--- src/rtl/game_event_ctrl.sv ---
// game_event_ctrl: merges the ball drawing request with NUM_OBJ object layers,
// tracks per-frame collision events (hit mask, single-hit pulse, tile gift/hole
// flags), and runs the game FSM (lives, gift goal, respawn holdoff, endgame).
// Optional build macro GAME_EVENT_SCORE_EN enables the saturating score counter;
// without it, score is tied to zero and no score logic exists.
//
// state | meaning
// ------+--------------------------------------------------------------
// IDLE  | after reset, waiting for start_game
// PLAY  | game running; hole and gift events are committed at frame start
// HIT   | respawn holdoff; holes ignored, gifts still count
// LOST  | lives exhausted; endgame held until start_game
// WON   | gift goal reached; endgame and victory held until start_game
module game_event_ctrl #(
  parameter int NUM_OBJ     = 4,
  parameter int LIVES       = 3,
  parameter int GIFT_GOAL   = 5,
  parameter int HOLDOFF_FRM = 30
) (
  input  logic                             clk,
  input  logic                             resetN,
  input  logic                             startOfFrame,
  input  logic                             start_game,
  input  logic                             drawing_request_Ball,
  input  logic [NUM_OBJ-1:0]               drawing_request_Obj,
  input  logic [1:0]                       TileType,
  output logic                             collision,
  output logic [NUM_OBJ-1:0]               hit_mask,
  output logic                             SingleHitPulse,
  output logic [$clog2(LIVES+1)-1:0]       lives,
  output logic [$clog2(GIFT_GOAL+1)-1:0]   gifts,
  output logic [15:0]                      score,
  output logic [2:0]                       game_state,
  output logic                             endgame,
  output logic                             victory
);

  localparam int LW = $clog2(LIVES + 1);
  localparam int GW = $clog2(GIFT_GOAL + 1);
  localparam int CW = (HOLDOFF_FRM < 1) ? 1 : $clog2(HOLDOFF_FRM + 1);

  localparam logic [LW-1:0] LIVES_INIT = LW'(LIVES);
  localparam logic [GW-1:0] GOAL       = GW'(GIFT_GOAL);
  localparam logic [CW-1:0] HOLD_INIT  = CW'(HOLDOFF_FRM);

  typedef enum logic [2:0] {
    S_IDLE = 3'd0,
    S_PLAY = 3'd1,
    S_HIT  = 3'd2,
    S_LOST = 3'd3,
    S_WON  = 3'd4
  } state_t;

  state_t          state;
  logic [CW-1:0]   holdoff_cnt;
  logic            hit_sem;
  logic            hole_seen;
  logic            gift_seen;

  logic            tile_hit;
  logic            hole_evt;
  logic            gift_evt;
  logic            start_ok;
  logic            gift_commit;
  logic [GW-1:0]   gifts_inc;
  logic [LW-1:0]   lives_dec;

  // Collision is the only combinational output: ball over any object layer.
  assign collision = drawing_request_Ball & (|drawing_request_Obj);

  // Tile events only count when the ball overlaps the tile layer (bit 0).
  assign tile_hit = collision & drawing_request_Obj[0];
  assign hole_evt = tile_hit & (TileType == 2'b11);
  assign gift_evt = tile_hit & (TileType == 2'b10);

  // start_game only acts while no game is in progress.
  assign start_ok = start_game &
                    ((state == S_IDLE) || (state == S_LOST) || (state == S_WON));

  // A gift is committed at frame start in HIT, or in PLAY when no hole
  // shares the same frame (hole wins). The goal cap keeps gifts from wrapping.
  assign gift_commit = startOfFrame & gift_seen & (gifts != GOAL) &
                       (((state == S_PLAY) & ~hole_seen) | (state == S_HIT));

  assign gifts_inc = gifts + GW'(1);
  assign lives_dec = (lives != '0) ? (lives - LW'(1)) : '0;

  assign game_state = state;

  // Per-frame collision bookkeeping: semaphore, one-shot pulse, sticky mask.
  // A collision in the startOfFrame cycle belongs to the new frame.
  always_ff @(posedge clk or negedge resetN) begin
    if (!resetN) begin
      hit_sem        <= 1'b0;
      SingleHitPulse <= 1'b0;
      hit_mask       <= '0;
    end else begin
      SingleHitPulse <= collision & (startOfFrame | ~hit_sem);
      if (startOfFrame) begin
        hit_sem  <= collision;
        hit_mask <= collision ? drawing_request_Obj : '0;
      end else begin
        hit_sem  <= hit_sem | collision;
        if (collision)
          hit_mask <= hit_mask | drawing_request_Obj;
      end
    end
  end

  // Tile event flags accumulate over a frame and restart at each frame start;
  // the previous frame's flags are what the FSM commits in that same cycle.
  always_ff @(posedge clk or negedge resetN) begin
    if (!resetN) begin
      hole_seen <= 1'b0;
      gift_seen <= 1'b0;
    end else if (start_ok) begin
      hole_seen <= 1'b0;
      gift_seen <= 1'b0;
    end else if (startOfFrame) begin
      hole_seen <= hole_evt;
      gift_seen <= gift_evt;
    end else begin
      hole_seen <= hole_seen | hole_evt;
      gift_seen <= gift_seen | gift_evt;
    end
  end

  // Game FSM with registered lives, gifts, holdoff counter and end flags.
  always_ff @(posedge clk or negedge resetN) begin
    if (!resetN) begin
      state       <= S_IDLE;
      lives       <= LIVES_INIT;
      gifts       <= '0;
      holdoff_cnt <= '0;
      endgame     <= 1'b0;
      victory     <= 1'b0;
    end else begin
      case (state)
        S_IDLE, S_LOST, S_WON: begin
          if (start_game) begin
            state       <= S_PLAY;
            lives       <= LIVES_INIT;
            gifts       <= '0;
            holdoff_cnt <= '0;
            endgame     <= 1'b0;
            victory     <= 1'b0;
          end
        end
        S_PLAY: begin
          if (startOfFrame) begin
            if (hole_seen) begin
              lives <= lives_dec;
              if (lives_dec == '0) begin
                state   <= S_LOST;
                endgame <= 1'b1;
              end else begin
                state       <= S_HIT;
                holdoff_cnt <= HOLD_INIT;
              end
            end else if (gift_commit) begin
              gifts <= gifts_inc;
              if (gifts_inc == GOAL) begin
                state   <= S_WON;
                endgame <= 1'b1;
                victory <= 1'b1;
              end
            end
          end
        end
        S_HIT: begin
          if (startOfFrame) begin
            if (gift_commit)
              gifts <= gifts_inc;
            if (gift_commit && (gifts_inc == GOAL)) begin
              state   <= S_WON;
              endgame <= 1'b1;
              victory <= 1'b1;
            end else if (holdoff_cnt <= CW'(1)) begin
              state       <= S_PLAY;
              holdoff_cnt <= '0;
            end else begin
              holdoff_cnt <= holdoff_cnt - CW'(1);
            end
          end
        end
        default: begin
          state   <= S_IDLE;
          endgame <= 1'b0;
          victory <= 1'b0;
        end
      endcase
    end
  end

`ifdef GAME_EVENT_SCORE_EN
  logic [15:0] score_q;
  logic [4:0]  score_inc;
  logic [16:0] score_sum;

  assign score_inc = {4'd0, startOfFrame & (state == S_PLAY)} +
                     (gift_commit ? 5'd10 : 5'd0);
  assign score_sum = {1'b0, score_q} + {12'd0, score_inc};

  // Score: +1 per frame spent in PLAY, +10 per committed gift, saturating.
  always_ff @(posedge clk or negedge resetN) begin
    if (!resetN)
      score_q <= '0;
    else if (start_ok)
      score_q <= '0;
    else if (score_sum[16])
      score_q <= 16'hFFFF;
    else
      score_q <= score_sum[15:0];
  end

  assign score = score_q;
`else
  assign score = 16'h0000;
`endif

endmodule

--- config.mk ---
export PLATFORM = sky130hd
export DESIGN_NAME = game_event_ctrl
export DESIGN_NICKNAME = d
export VERILOG_FILES = /design/src/rtl/game_event_ctrl.sv
export SDC_FILE = /design/constraint.sdc
export NUM_CORES = 1
export LEC_CHECK = 0
export ABC_AREA = 1
export CAP_MARGIN = 20
export CORE_UTILIZATION = 50
export DETAILED_ROUTE_END_ITERATION = 8
export DONT_BUFFER_PORTS = 1
export SETUP_SLACK_MARGIN = 0.1
export SLEW_MARGIN = 20
export SYNTH_ARGS = -nofsm -noshare
export SYNTH_HDL_FRONTEND = slang
export SYNTH_SLANG_ARGS = --single-unit
--- constraint.sdc ---
create_clock -name clk -period 2.7 [get_ports clk]
set_input_delay 0.27 -clock clk [delete_from_list [all_inputs] [get_ports clk]]
set_output_delay 0.27 -clock clk [all_outputs]
set_load 0.02 [all_outputs]
* Word-level counts from Yosys, hierarchy flattened
Cells that the tools add are included.
** Cells by class
- $add $sub $neg :: 3
- Order comparisons :: 1
- Equal/unequal tests :: 22
- Mux-type cells :: 49
- Bitwise operators :: 18
- Reduce and logical (&&, ||, !) cells :: 17
** Operators by type and width (number)
- 2-to-1 mux 3 bit :: 13
- 2-to-1 mux 5 bit :: 7
- AND reduction 7 bit :: 3
- case mux 3 bit (3 select lines) :: 2
- 2-to-1 mux 1 bit :: 16
- inequality test 2 bit, second input constant :: 8
- case mux 5 bit (3 select lines) :: 1
- 2-to-1 mux 4 bit :: 3
- AND 1 bit :: 10
- 2-to-1 mux 2 bit :: 4
- equality test 3 x 2 -> 1 bit, second input constant :: 2
- equality test 3 bit, second input constant :: 2
- inequality test 3 x 2 -> 1 bit, second input constant :: 2
- inequality test 3 bit, second input constant :: 2
- case mux 1 bit (3 select lines) :: 2
- AND reduction 6 bit :: 1
- nonzero test 2 bit :: 3
- <= comparator 5 x 1 -> 1 bit, second input constant :: 1
- OR 1 bit :: 5
- AND reduction 5 bit :: 1
- subtractor 5 x 1 -> 5 bit, second input constant :: 1
- equality test 2 bit, second input constant :: 2
- inequality test 2 x 1 -> 1 bit, second input constant :: 2
- OR 4 bit :: 1
- other kinds (14) :: 16
** Word-level totals
- Bits in registers :: 23
- Input bits :: 11
- Logic and storage cells :: 121

* Longest topological paths before layout
- Depth in word-level cells :: 8
- Depth in mapped cells :: 10
- Mapped depth without buffers :: 10

* Worst setup path before layout
OpenSTA, ideal clock, no wires.
- Kind :: reg2reg
- Start point :: register gifts[1]
- End point :: register state[1] (netlist: game_state[1])
- Library setup time :: 0.118 ns
- Data arrival time :: 1.434 ns
- Required time :: 2.582 ns
- Setup slack :: 1.148 ns
- Stages on the path, launching flop included :: 11
- Clock period less this slack :: 1.552 ns
- Cells stage by stage :: dfrtp_1 -> inv_1 -> ha_1 -> nand2_1 -> nand3_1 -> nor2_4 -> nor2_1 -> nor2_2 -> nand2_2 -> nand2_1 -> nand2_1
** On the way
- Word-level cells in the longest chain between the ends :: 7
** RTL lines
- start: declaration :: line 31 : output logic [$clog2(GIFT_GOAL+1)-1:0] gifts,
- start signal: assignment :: line 161 : gifts <= gifts_inc;
- start signal: assignment :: line 173 : gifts <= gifts_inc;
- branches (longest 7 deep; another with adder 3 x 1 -> 3 bit)
- end signal: assignment :: line 141 : state <= S_PLAY;
- end signal: assignment :: line 175 : state <= S_WON;
- end signal: assignment :: line 179 : state <= S_PLAY;
- end: declaration :: line 54 : state_t state;
Several ways; the timed one is not identified. The select of a mux whose other input is x is not followed.
A chain may end at the register's enable or synchronous reset.

* Worst setup path in the final report
- Start point :: register gifts[1]
- End point :: register state[0] (netlist: game_state[0])
The elaborated chain is that of the path after synthesis.

==> results.sh <==
export IMPL_cellLeakagePower_nw=0.792
export IMPL_grt_first_pass_wirelength_um=4840
export IMPL_timing_final_crit_share_pct=62.7
export IMPL_ios=43
export IMPL_seq_area_frac_synth_pct=38.4
export IMPL_ff2ff_path_depth=10
export IMPL_crit_slowest_cell="dfrtp_1"
export IMPL_worst_clock_skew_ns=0.000869
export IMPL_coreArea_sq_um=2810
export IMPL_ys_ff_latch=23
export IMPL_crit_fanout=5
export IMPL_grt_total_usage_pct=19.5
export IMPL_fin_util_pct=54.1
export IMPL_postCtsSetupRepairBufs=0
export IMPL_io_buffers=0
export IMPL_netlist_area_leader_share_pct=34.9
export IMPL_fin_nets=221
export IMPL_rows=19
export IMPL_rsz0062_at_grt="false"
export IMPL_place_area_sq_um=1480
export IMPL_cpMostUsedCell="nand2_1"
export IMPL_drv_cap=0
export IMPL_wl_per_cell_um=12.2
export IMPL_firstDrtPassIters=6
export IMPL_initial_core_util_pct=53.7
export IMPL_netlist_area_sq_um=1510
export IMPL_setup_ws_ns=1.01
export IMPL_cts_buffer_depth=2
export IMPL_dp_slack_ns=1.01
export IMPL_yosys_top_cells_area="dfrtp_1 35%, nand2_1 14%, buf_4 8.0%"
export IMPL_routed_wirelength_um=2870
export IMPL_dieHeight_um=56.9
export IMPL_status="complete, but fails checks"
export IMPL_worstHoldPathCells=1
export IMPL_violations="DRC"
export IMPL_fmax_mhz=591
export IMPL_switching_power_mw=0.722
export IMPL_p_seq_share_pct=41.9
export IMPL_hold_path_class="in -> reg"
export IMPL_routabilityCongestion=0.918
export IMPL_synth_flop_cell="dfrtp_1"
export IMPL_ys_warn_count=0
export IMPL_worstMarginPinSlew_ns=0.507
export IMPL_root_buffer="clkbuf_4"
export IMPL_power_density_nw_per_um2=958
export IMPL_reg2reg_from="gifts[1]"
export IMPL_min_period_ns=1.69
export IMPL_num_vias=1209
export IMPL_cts_tree="yes"
export IMPL_ir_worst_vdd_uv=396
export IMPL_p_sw_share_pct=49.6
export IMPL_antennaDiodeCount=0
export IMPL_r2r_end="game_state[0]"
export IMPL_finalMaxSlewViolations=0
export IMPL_fillers=283
export IMPL_critical_path_endpoint_type="register"
export IMPL_clk_latency_ns=0.31
export IMPL_path_class="reg -> reg"
export IMPL_setup_tns_ns=0
export IMPL_critPathRequiredTime_ns=2.91
export IMPL_drtIter0Drc=54
export IMPL_yosysMostFrequentCell="nand2_1"
export IMPL_ant_nets=0
export IMPL_relSlewSlack_pct=66.2
export IMPL_drive_gt1_share_pct=12.7
export IMPL_synth_edf_count=0
export IMPL_cp_arrival_ns=1.91
export IMPL_rrSetupSlack_ns=1.01
export IMPL_avgSynthCellArea_sq_um=7.53
export IMPL_crit_buf_inv=1
export IMPL_cell_internal_pwr_mw=0.732
export IMPL_cts_resized=0
export IMPL_yosys_area_top_type="dfrtp_1"
export IMPL_hold_viol_final=0
export IMPL_drc=6
export IMPL_crit_path_start_kind="register"
export IMPL_area_delta_synth_final_pct=0.832
export IMPL_dp_hpwl_um=2210
export IMPL_synthCells=200
export IMPL_grt_use_met1_pct=25.5
export IMPL_setup_viol=0
export IMPL_grt_pass1_vias=1149
export IMPL_path_clk_slew_ns=0.13
export IMPL_clock_sinks=23
export IMPL_busiest_layer="met2"
export IMPL_viasPerCell=5.14
export IMPL_cp_depth=10
export IMPL_placedCellCount=229
export IMPL_die_width_um=56.9
export IMPL_holdBufCountCts=1
export IMPL_synth_cell_types=26
export IMPL_path_delay_family="simple AND/OR/NAND/NOR gates"
export IMPL_p_comb_share_pct=47.1
export IMPL_final_cells=235
export IMPL_worstSetupStartpoint="gifts[1]"
export IMPL_antenna_found_initial=0
export IMPL_grt_max_degree=24
export IMPL_crit_chain="inv_1 > ha_1 > nand2_1 > nand3_1 > nor2_4 > nor2_1 > nor2_2 > nand2_2 > nand2_1 > nand2_1"
export IMPL_cts_made_buffers=3
export IMPL_crit_path_end="game_state[0]"
export IMPL_htree_levels=1
export IMPL_dieArea_sq_um=3230
export IMPL_p_clk_share_pct=11.0
export IMPL_async_flop_share_pct=100
export IMPL_overflow=0
export IMPL_grt_met2_usage_pct=32.8
export IMPL_ys_top_cells_by_count="57 x nand2_1, 21 x dfrtp_1, 20 x inv_1"
export IMPL_max_stage_delay_ns=0.52
export IMPL_final_area_sq_um=1520
export IMPL_gr_usage_met3_pct=3.46
==> state kept, by name (all words and copies together), names as in the netlist <==
| register | cells |
|---|---|
| SingleHitPulse | 1 |
| hit_mask | 4 |
| lives | 2 |
| victory | 1 |
| gifts | 3 |
| endgame | 1 |
| gift_seen | 1 |
| holdoff_cnt | 5 |
| hole_seen | 1 |
| hit_sem | 1 |
| game_state | 3 |
==> area by class of cell <==
| class | instances | area (sq um) | area share, % |
|---|---|---|---|
| multi-input combinational | 151 | 768 | 50.6 |
| clock inverter | 1 | 5.00 | 0.330 |
| tap | 31 | 38.8 | 2.56 |
| inverter | 24 | 90.1 | 5.94 |
| clock buffer | 3 | 22.5 | 1.48 |
| sequential | 23 | 578 | 38.1 |
| timing repair buffer | 2 | 15.0 | 0.989 |
==> logic make-up after synthesis <==
family	count (synthesis)	synth area share (%)
AO/OA/AOI/OAI	28	10.5
XOR/XNOR	3	1.75
adder cells (fa/ha/maj)	5	4.16
buffers and inverters	41	14.3
flip-flops	23	38.4
other	1	0.249
AND/OR/NAND/NOR	99	30.7
==> per-stage QoR <==
stage	hold slack, ns	total power [mW]
2_1_floorplan	-0.0256	1.17
3_3_place_gp	-0.0251	1.26
3_5_place_dp	-0.0251	1.29
4_1_cts	0.0657	1.46
5_1_grt	0.0691	1.58
6_report	0.0832	1.45
==> routing by layer <==
layer,up-vias,wire (um)
li1,608,-
met1,560,1340
met2,39,1360
met3,2,154
met4,0,15
met5,-,0
==> power by group through the flow <==
stage          logic [mW]  registers, mW  clock network (mW)
6_report            0.684          0.609               0.161
5_1_grt             0.780          0.620               0.183
4_1_cts             0.684          0.608               0.171
3_5_place_dp        0.676          0.614                   0
3_3_place_gp        0.653          0.609                   0
2_1_floorplan       0.583          0.591                   0
==> worst min-delay path by stage <==
stage                                 to              startpoint  slack, ns
after floorplan           SingleHitPulse                  resetN      -0.03
final                        hit_mask[1]  drawing_request_Obj[1]       0.08
after global routing         hit_mask[1]  drawing_request_Obj[1]       0.07
after detailed placement        gifts[2]                  resetN      -0.03
after global placement          gifts[2]                  resetN      -0.03
after CTS                    hit_mask[1]  drawing_request_Obj[1]       0.07
==> layout by cell type (no fill, tap or decap), types with 2 or more instances in the layout <==
cell,count
nand3_1,14
xor2_1,2
a21oi_1,8
nor2_1,10
nor2_2,3
nor2_4,2
dfrtp_1,21
o21ai_1,3
inv_1,20
clkbuf_4,3
nor3_1,2
conb_1,16
nand2_1,57
ha_1,5
o21ai_0,10
dfstp_2,2
nand2_2,7
o21bai_1,5
inv_2,4
nand3_2,2
Power figures use the tool's default switching activity.
